## src/rtl/cacheline_adapter_pkg.sv

```systemverilog
// Shared types and sizing for the L1 line <-> 64-bit burst memory adapter.
// Line and beat geometry live here so the adapter and its users agree on widths.
package cacheline_adapter_pkg;

  localparam int LINE_W  = 256;
  localparam int BURST_W = 64;
  localparam int BEATS   = LINE_W / BURST_W;
  localparam int CNT_W   = $clog2(BEATS);
  localparam int ADDR_W  = 32;
  localparam int OFFS_W  = 5;

  typedef enum logic [1:0] {
    IDLE,
    RD,
    WR,
    DONE
  } adapter_state_e;

  typedef logic [LINE_W-1:0]  line_t;
  typedef logic [BURST_W-1:0] beat_t;
  typedef logic [CNT_W-1:0]   cnt_t;

  // Clears the byte-within-line offset so every burst starts on a line boundary.
  function automatic logic [ADDR_W-1:0] line_align(input logic [ADDR_W-1:0] addr);
    return {addr[ADDR_W-1:OFFS_W], {OFFS_W{1'b0}}};
  endfunction

endpackage

```

## src/rtl/cacheline_adapter.sv

```systemverilog
// Converts one L1 line read/write into a 4-beat memory burst; line_resp pulses the cycle after the last resp_i.
// Memory stalls by withholding resp_i; optional ADAPTER_PERF_CNT_EN adds perf_reads/perf_writes counters.
module cacheline_adapter
  import cacheline_adapter_pkg::*;
(
  input  logic        clk,
  input  logic        rst,
  input  logic        line_read,
  input  logic        line_write,
  input  logic [31:0] line_address,
  input  line_t       line_wdata,
  output line_t       line_rdata,
  output logic        line_resp,
  output logic [31:0] address_o,
  output logic        read_o,
  output logic        write_o,
  output beat_t       burst_o,
  input  beat_t       burst_i,
  input  logic        resp_i
`ifdef ADAPTER_PERF_CNT_EN
  ,
  output logic [31:0] perf_reads,
  output logic [31:0] perf_writes
`endif
);

  adapter_state_e state_q, state_d;
  cnt_t           cnt_q, cnt_d;
  logic [31:0]    addr_q, addr_d;
  line_t          wdata_q, wdata_d;
  line_t          rdata_q, rdata_d;
  logic           beat_ack;
  logic           last_beat;

  // resp_i only counts while a burst is in flight.
  assign beat_ack  = resp_i && ((state_q == RD) || (state_q == WR));
  assign last_beat = beat_ack && (cnt_q == cnt_t'(BEATS - 1));

  always_ff @(posedge clk) begin
    if (rst) begin
      state_q <= IDLE;
    end else begin
      state_q <= state_d;
    end
  end

  always_comb begin
    state_d = state_q;
    case (state_q)
      IDLE: begin
        if (line_write) begin
          state_d = WR;
        end else if (line_read) begin
          state_d = RD;
        end
      end
      RD, WR: begin
        if (last_beat) begin
          state_d = DONE;
        end
      end
      DONE:    state_d = IDLE;
      default: state_d = IDLE;
    endcase
  end

  always_comb begin
    read_o    = 1'b0;
    write_o   = 1'b0;
    line_resp = 1'b0;
    burst_o   = '0;
    case (state_q)
      RD: read_o = 1'b1;
      WR: begin
        write_o = 1'b1;
        burst_o = wdata_q[int'(cnt_q)*BURST_W +: BURST_W];
      end
      DONE:    line_resp = 1'b1;
      default: ;
    endcase
  end

  always_comb begin
    cnt_d   = cnt_q;
    addr_d  = addr_q;
    wdata_d = wdata_q;
    rdata_d = rdata_q;
    if (state_q == IDLE) begin
      cnt_d = '0;
      if (line_write || line_read) begin
        addr_d = line_align(line_address);
      end
      if (line_write) begin
        wdata_d = line_wdata;
      end
    end
    if (beat_ack) begin
      cnt_d = last_beat ? '0 : cnt_q + 1'b1;
      if (state_q == RD) begin
        rdata_d[int'(cnt_q)*BURST_W +: BURST_W] = burst_i;
      end
    end
    if (state_q == DONE) begin
      cnt_d = '0;
    end
  end

  always_ff @(posedge clk) begin
    if (rst) begin
      cnt_q   <= '0;
      addr_q  <= '0;
      wdata_q <= '0;
      rdata_q <= '0;
    end else begin
      cnt_q   <= cnt_d;
      addr_q  <= addr_d;
      wdata_q <= wdata_d;
      rdata_q <= rdata_d;
    end
  end

  assign address_o  = addr_q;
  assign line_rdata = rdata_q;

`ifdef ADAPTER_PERF_CNT_EN
  logic [31:0] perf_rd_q, perf_rd_d;
  logic [31:0] perf_wr_q, perf_wr_d;

  always_comb begin
    perf_rd_d = perf_rd_q;
    perf_wr_d = perf_wr_q;
    if (last_beat && (state_q == RD)) begin
      perf_rd_d = perf_rd_q + 32'd1;
    end
    if (last_beat && (state_q == WR)) begin
      perf_wr_d = perf_wr_q + 32'd1;
    end
  end

  always_ff @(posedge clk) begin
    if (rst) begin
      perf_rd_q <= '0;
      perf_wr_q <= '0;
    end else begin
      perf_rd_q <= perf_rd_d;
      perf_wr_q <= perf_wr_d;
    end
  end

  assign perf_reads  = perf_rd_q;
  assign perf_writes = perf_wr_q;
`endif

endmodule

```

## config.mk

```make
export PLATFORM = sky130hd
export DESIGN_NAME = cacheline_adapter
export DESIGN_NICKNAME = d
export VERILOG_FILES = /design/src/rtl/cacheline_adapter_pkg.sv /design/src/rtl/cacheline_adapter.sv
export SDC_FILE = /design/constraint.sdc
export NUM_CORES = 1
export LEC_CHECK = 0
export ABC_AREA = 1
export ABC_CLOCK_PERIOD_IN_PS = 3300
export BUFFER_PORTS_ARGS = -buffer_cell sky130_fd_sc_hd__buf_2
export CORE_MARGIN = 2
export CORE_UTILIZATION = 30
export CTS_BUF_LIST = sky130_fd_sc_hd__clkbuf_4 sky130_fd_sc_hd__clkbuf_8
export DETAILED_ROUTE_END_ITERATION = 10
export PLACE_DENSITY = 0.61
export RECOVER_POWER = 100
export REMOVE_ABC_BUFFERS = 1
export SYNTH_ARGS = -nofsm -noshare
export SYNTH_HDL_FRONTEND = slang
export SYNTH_SLANG_ARGS = --single-unit
```

## constraint.sdc

```tcl
create_clock -name clk -period 3.3 [get_ports clk]
set_clock_uncertainty 0.15 [all_clocks]
set_input_delay 0.33 -clock clk [delete_from_list [all_inputs] [get_ports clk]]
set_output_delay 0.33 -clock clk [all_outputs]
set_load 0.02 [all_outputs]
```

# After elaboration in Yosys (flattened, before gate mapping)
# Index checks and enable logic that the tools add are counted.
# totals
output_inout_bits,355
ff_bits,543
# classes
n_addsub,2
eq_ne,6
n_mux,12
reduce_logical,12
n_shift,3
# op_table
operator,count
256-bit bitwise mux,1
"64-bit by 33-bit variable shift with 256-bit output, first input constant",1
256-bit by 9-bit indexed part select with 64-bit output,1
64-bit by 33-bit indexed part select with 256-bit output,1
64-bit 2-to-1 mux,1
8-bit negator with 33-bit output,1
2-bit 2-to-1 mux,6
2-bit AND reduction,4
"2-bit equality test, second input constant",3
2-bit one-hot mux with 3 select lines,1
2-bit OR reduction,2
1-bit 2-to-1 mux,3
"3-bit inequality test, second input constant",1
"2-bit by 1-bit adder with 2-bit output, second input constant",1
"2-bit by 1-bit equality test with 1-bit output, second input constant",1
1-bit logical AND,2
2-bit zero test,1
1-bit logical OR,2
"2-bit inequality test, second input constant",1
2-bit nonzero test,1

# Logic depth before layout (Yosys ltp)
# Gate-level depths: netlist of run 1.
# depth
ltp_word,6
depth_mapped,12
mapped_depth_nobuf,7

# Least setup slack after synthesis of run 1
# OpenSTA, ideal clock, no wires.
# synth_path
path_type,reg-to-reg
from,register cnt_q[0]
to,register rdata_q[245] (netlist: line_rdata[245])
period_less_slack_ns,2.256
setup_time_ns,0.071
stages_incl_launch_ff,13
required_time_ns,3.079
arrival_time_ns,2.035
slack_ns,1.044
path_cell_list,dfxtp_1 buf_6 inv_2 buf_6 buf_6 buf_2 ha_1 inv_1 nand2_1 nor2_4 buf_2 nand2_1 a21oi_2
# synth_via
elab_chain_cells,3
elab_cells_between_ends,4
# synth_rtl
item,line,text
"start, declared",cacheline_adapter.sv:28,"cnt_t cnt_q, cnt_d;"
"start signal, assigned",cacheline_adapter.sv:115,cnt_q <= cnt_d;
8-bit negator with 33-bit output *,cacheline_adapter.sv:100,rdata_d[int'(cnt_q)*BURST_W +: BURST_W] = burst_i;
64-bit by 33-bit indexed part select with 256-bit output / 64-bit by 33-bit variable shift with 256-bit output (equally long branches),cacheline_adapter.sv:100,
256-bit bitwise mux *,cacheline_adapter.sv:100,
"end signal, assigned",cacheline_adapter.sv:118,rdata_q <= rdata_d;
"end, declared",cacheline_adapter.sv:31,"line_t rdata_q, rdata_d;"
# Mark *: on every way between the ends. The rest lies on a longest branch, timed or not.
# A chain may end at the register's enable or synchronous reset.

# Worst setup path in the final report of run 1
# layout_path
from,register cnt_q[0]
to,register rdata_q[8] (netlist: line_rdata[8])
# Same word-level chain as after synthesis.

==> results.sh, run 1 <==
export IMPL_drt_first_pass_iters=5
export IMPL_crit_type="flip-flop to flip-flop"
export IMPL_clkSinkCount=543
export IMPL_drc=0
export IMPL_cts_htree_levels=3
export IMPL_tightest_slew_ns=1.73
export IMPL_syn_avg_cell_area_sq_um=7.19
export IMPL_hpwl_um=55500
export IMPL_cts_buffer_depth=3
export IMPL_antenna_left=0
export IMPL_cp_max_fo=47
export IMPL_worstRegToRegCells=6
export IMPL_layout_common_cells="nor2_1 (853), dfxtp_1 (541), nand2_1 (452), o21ai_0 (415), buf_2 (354)"
export IMPL_drive_gt1_frac=0.156
export IMPL_start_kind="flip-flop"
export IMPL_layout_commonest_cell="nor2_1"
export IMPL_grt_pass1_wl_um=133000
export IMPL_fin_crit_sh=0.936
export IMPL_synth_edf_count=0
export IMPL_cp_end_kind="flip-flop"
export IMPL_worst_skew_pair_late_latency_ns=0.67
export IMPL_vias=24500
export IMPL_dieHeight_um=277
export IMPL_layout_nets=4439
export IMPL_slowest_stage="nor2_2"
export IMPL_power_density_nw_per_um2=680
export IMPL_antenna_found_initial=7
export IMPL_ioPinCount=712
export IMPL_timing_fmax_mhz=324
export IMPL_wl_per_cell_um=17.0
export IMPL_drtIter0Drc=1556
export IMPL_core_area_sq_um=74200
export IMPL_synth_seq_cells=543
export IMPL_first_global_vias=23600
export IMPL_min_period_ns=3.09
export IMPL_numCtsBuffers=96
export IMPL_yosysSeqAreaShare=0.485
export IMPL_rsz0062_at_grt="no"
export IMPL_max_stage_delay_ns=1.06
export IMPL_port_buffers=701
export IMPL_arrival_ns=3.51
export IMPL_gp_congestion=0.859
export IMPL_vias_per_cell=4.80
export IMPL_overflow=0
export IMPL_violations="max-capacitance violations, max-slew violations"
export IMPL_cp_required_ns=3.72
export IMPL_areaGrowthSynthToFinish_pct=41.1
export IMPL_peakVddDrop_mv=0.494
export IMPL_cts_root_buf="clkbuf_8"
export IMPL_syn_cell_area_sq_um=22400
export IMPL_cap_violations=2
export IMPL_die_width_um=277
export IMPL_slew_headroom=-0.153
export IMPL_rows=100
export IMPL_setup_violations=0
export IMPL_hold_viol=0
export IMPL_n_fill_cell=7786
export IMPL_grt_max_degree=161
export IMPL_die_area_sq_um=76900
export IMPL_power_w=0.0215
export IMPL_power_leakage_nw=12.5
export IMPL_clkTransAtPathRegs_ns=0.06
export IMPL_wl_um=86600
export IMPL_cts_tree="yes"
export IMPL_yosys_warnings=0
export IMPL_synthArstFlopShare=0
export IMPL_holdPathStages=4
export IMPL_worstHoldPathType="input pin to flip-flop"
export IMPL_slew_viol_final=130
export IMPL_status="complete, but fails checks"
export IMPL_postSynthCellCount=3114
export IMPL_grtUsageTotal=0.215
export IMPL_ys_flop_type="dfxtp_1"
export IMPL_setup_tns_ns=0
export IMPL_synth_distinct_cells=24
export IMPL_path_cells="inv_8 > ha_1 > nor2_2 > clkbuf_2 > nand4_1 > a21oi_1"
export IMPL_initial_utilization=0.302
[cells in the mapped netlist, types with 20 or more instances]
cell type	count	area [sq um]
nor2_1	853	3200
dfxtp_1	543	10900
nand2_1	453	1700
o21ai_0	398	1990
a21oi_1	302	1510
clkbuf_1	120	450
buf_2	102	510
inv_1	76	285
nand3_1	70	350
nand4_1	64	400
nor2_4	34	383
o21ai_1	25	125
a21oi_2	20	175
[final timing paths]
| kind | start | to | slack (ns) |
|---|---|---|---|
| min reg2reg | line_rdata[169] | line_rdata[169] | 0.31 |
| max reg2reg | cnt_q[0] | line_rdata[8] | 0.21 |
| min | rst | line_rdata[150] | 0.08 |
| max | cnt_q[0] | line_rdata[8] | 0.21 |
[logic make-up after synthesis]
kind of cell    synth area share
flops                      0.485
other cells             0.000167
compound gates             0.170
fa+ha+maj                0.00503
simple gates               0.270
buf+inv                   0.0693
[sequential cells by signal, indices dropped and copies added, names as in the netlist]
signal and cells:
address_o 27, cnt_q 2, line_rdata 256, state_q 2
wdata_q 256
[power by group]
part | internal (W) | leakage, nW | switching [W]
registers | 0.00774 | 4.44 | 0.000586
clock network | 0.00358 | 1.03 | 0.00288
logic | 0.00212 | 7.05 | 0.00459
total | 0.0134 | 12.5 | 0.00805
[metal layers]
| layer | track usage | part of all wire | wire length, um |
|---|---|---|---|
| met5 | 0 | 0 | 0 |
| met4 | 0.105 | 0.044 | 3840 |
| met3 | 0.0479 | 0.073 | 6310 |
| met2 | 0.363 | 0.47 | 40500 |
| met1 | 0.258 | 0.42 | 36000 |
[layout make-up]
type	instances	area (sq um)	share of cell area
Timing Repair Buffer	1113	7220	0.228
Clock inverter	14	149	0.00471
Tap cell	969	1210	0.0384
Clock buffer	145	1810	0.0574
Sequential cell	543	10900	0.344
Multi-Input combinational cell	2236	9990	0.316
Inverter	83	332	0.0105
Antenna cell	7	17.5	0.000554
[critical path, delay by kind of cell, from the launching register on]
kind	cells	cell delay, ns
AOI/OAI and AO/OA	1	0.13
DFF	1	0.37
and+or+nand+nor	2	1.20
buffers and inverters	2	0.76
adders and majority gates	1	0.36
[per-stage QoR]
stage | utilization | cells | worst slack [ns] | hold slack (ns) | instance area (sq um)
5_1_grt | 0.426 | 5109 | 0.0240 | 0.0964 | 31600
3_5_place_dp | 0.359 | 4592 | 0.832 | 0.302 | 26700
6_report | 0.426 | 5110 | 0.211 | 0.0781 | 31600
4_1_cts | 0.433 | 5103 | 0.115 | 0.0293 | 32100
3_3_place_gp | 0.359 | 4592 | 0.858 | 0.299 | 26700
2_1_floorplan | - | 2862 | -6.28 | 0.242 | 21200
[what timing repair did]
| action | in CTS | in global routing |
|---|---|---|
| endpoints found under the hold margin | 542 | 0 |
| buffers inserted | 0 | 0 |
| setup endpoints to repair | 0 | 1 |
| resized for setup | 0 | 1 |
| hold buffers | 352 | 0 |
(Power assumes the default switching activity.)
==> inputs of run 2 (changes only) <==
--- a/config.mk
+++ b/config.mk
@@ -7,14 +7,15 @@
 export LEC_CHECK = 0
 export ABC_AREA = 1
 export ABC_CLOCK_PERIOD_IN_PS = 3300
-export BUFFER_PORTS_ARGS = -buffer_cell sky130_fd_sc_hd__buf_2
 export CORE_MARGIN = 2
 export CORE_UTILIZATION = 30
 export CTS_BUF_LIST = sky130_fd_sc_hd__clkbuf_4 sky130_fd_sc_hd__clkbuf_8
 export DETAILED_ROUTE_END_ITERATION = 10
-export PLACE_DENSITY = 0.61
+export DONT_BUFFER_PORTS = 1
+export PLACE_DENSITY = 0.53
 export RECOVER_POWER = 100
 export REMOVE_ABC_BUFFERS = 1
+export SKIP_LAST_GASP = 1
 export SYNTH_ARGS = -nofsm -noshare
 export SYNTH_HDL_FRONTEND = slang
 export SYNTH_SLANG_ARGS = --single-unit
==> results.sh, run 2 (synthesis gave the netlist of run 1 again) <==
export IMPL_layout_common_cells="nor2_1 (853), dfxtp_1 (541), dlygate4sd3_1 (496), nand2_1 (453), o21ai_0 (398)"
export IMPL_max_stage_delay_ns=0.62
export IMPL_power_w=0.0218
export IMPL_drt_first_pass_iters=5
export IMPL_cp_required_ns=3.79
export IMPL_regArea_sq_um=10900
export IMPL_areaGrowthSynthToFinish_pct=34.6
export IMPL_cts_tree="yes"
export IMPL_grt_pass1_wl_um=132000
export IMPL_drive_gt1_frac=0.0828
export IMPL_n_fill_cell=7780
export IMPL_min_period_ns=3.16
export IMPL_clkSinkCount=543
export IMPL_ioPinCount=712
export IMPL_slew_viol_final=0
export IMPL_setup_violations=0
export IMPL_startpoint="rst"
export IMPL_fin_hold_ws_ns=0.0960
export IMPL_power_density_nw_per_um2=722
export IMPL_dieHeight_um=277
export IMPL_vias=22600
export IMPL_die_width_um=277
export IMPL_wl_per_cell_um=19.3
export IMPL_overflow=0
export IMPL_rows=100
export IMPL_hpwl_um=53900
export IMPL_start_kind="input pin"
export IMPL_worst_skew_pair_late_latency_ns=0.66
export IMPL_vias_per_cell=4.94
export IMPL_status="finished clean"
export IMPL_layout_commonest_cell="nor2_1"
export IMPL_cap_violations=0
export IMPL_gp_congestion=0.813
export IMPL_cts_root_buf="clkbuf_8"
export IMPL_drtIter0Drc=1302
export IMPL_core_area_sq_um=74200
export IMPL_numCtsBuffers=96
export IMPL_cts_buffer_depth=3
export IMPL_peakVddDrop_mv=0.454
export IMPL_cp_end_kind="flip-flop"
export IMPL_slowest_stage="dlygate4sd3_1"
export IMPL_wl_um=88300
export IMPL_worstHoldPathType="input pin to flip-flop"
export IMPL_arrival_ns=3.64
export IMPL_min_from="rst"
export IMPL_power_leakage_nw=11.8
export IMPL_port_buffers=0
export IMPL_antenna_found_initial=6
export IMPL_cts_htree_levels=3
export IMPL_path_cells="dlygate4sd3_1 > clkbuf_16 > inv_8 > buf_12 > o21ai_1 > dlygate4sd3_1 > nor2_1 > dlygate4sd3_1"
export IMPL_drc=0
export IMPL_slew_headroom=0.326
export IMPL_first_global_vias=22400
export IMPL_clkTransAtPathRegs_ns=0.06
export IMPL_grt_max_degree=154
export IMPL_layout_nets=3889
export IMPL_timing_fmax_mhz=317
export IMPL_rr_startpoint="cnt_q[1]"
export IMPL_initial_utilization=0.302
export IMPL_fin_crit_sh=0.957
export IMPL_hold_viol=0
export IMPL_setup_tns_ns=0
export IMPL_antenna_left=0
export IMPL_crit_type="input pin to flip-flop"
export IMPL_tightest_slew_ns=1.01
export IMPL_cp_max_fo=153
export IMPL_multi_input_area_sq_um=9990
export IMPL_die_area_sq_um=76900
export IMPL_grtUsageTotal=0.217
export IMPL_crit_top_cell="dlygate4sd3_1"
-- run 2: routing by layer --
| layer | global-route usage | up-vias | routed length, um |
|---|---|---|---|
| li1 | - | 11000 | - |
| met1 | 0.244 | 10600 | 34800 |
| met2 | 0.375 | 859 | 41900 |
| met3 | 0.0686 | 201 | 7610 |
| met4 | 0.0987 | 0 | 3920 |
| met5 | 0 | - | 0 |
-- run 2: final timing paths --
path / end / slack (ns) / cells past startpoint
setup / recovery: wdata_q[189] / 0.14 / 8
hold / removal: line_rdata[247] / 0.1 / 2
setup reg to reg: line_rdata[90] / 0.19 / 10
hold reg to reg: wdata_q[222] / 0.32 / 2
-- run 2: layout make-up --
cell class	count	area share
inverter	83	0.0111
tap	969	0.0402
timing repair buffer	563	0.187
multi-input combinational	2236	0.331
sequential	543	0.361
clock buffer	163	0.0646
antenna	7	0.000581
clock inverter	11	0.00419
-- run 2: critical path: cells and delay by family --
family | cells | cell delay (ns)
buffers and inverters | 6 | 2.87
AOI/OAI and AO/OA | 1 | 0.10
and+or+nand+nor | 1 | 0.08
-- run 2: where the power goes --
part	leakage (nW)	internal, W	switching (W)	total (W)
sequential	4.44	0.00774	0.000942	0.00868
clock	1.11	0.00380	0.00296	0.00676
combinational	6.22	0.00210	0.00425	0.00634
-- run 2: per-stage QoR --
step / cells / util / instance area [sq um] / setup WS (ns)
finish: 4575 / 0.406 / 30200 / 0.143
global route: 4573 / 0.406 / 30100 / -0.00437
CTS: 4564 / 0.407 / 30200 / 0.0452
detailed placement: 3893 / 0.312 / 23100 / 0.747
global placement: 3893 / 0.312 / 23100 / 0.794
floorplan: 2862 / - / 21200 / -6.28
-- run 2: what timing repair did --
item	CTS	global route
endpoints found under the setup margin	0	3
hold endpoints to repair	543	0
setup buffers	0	1
gates resized for setup	0	5
hold buffers	497	0
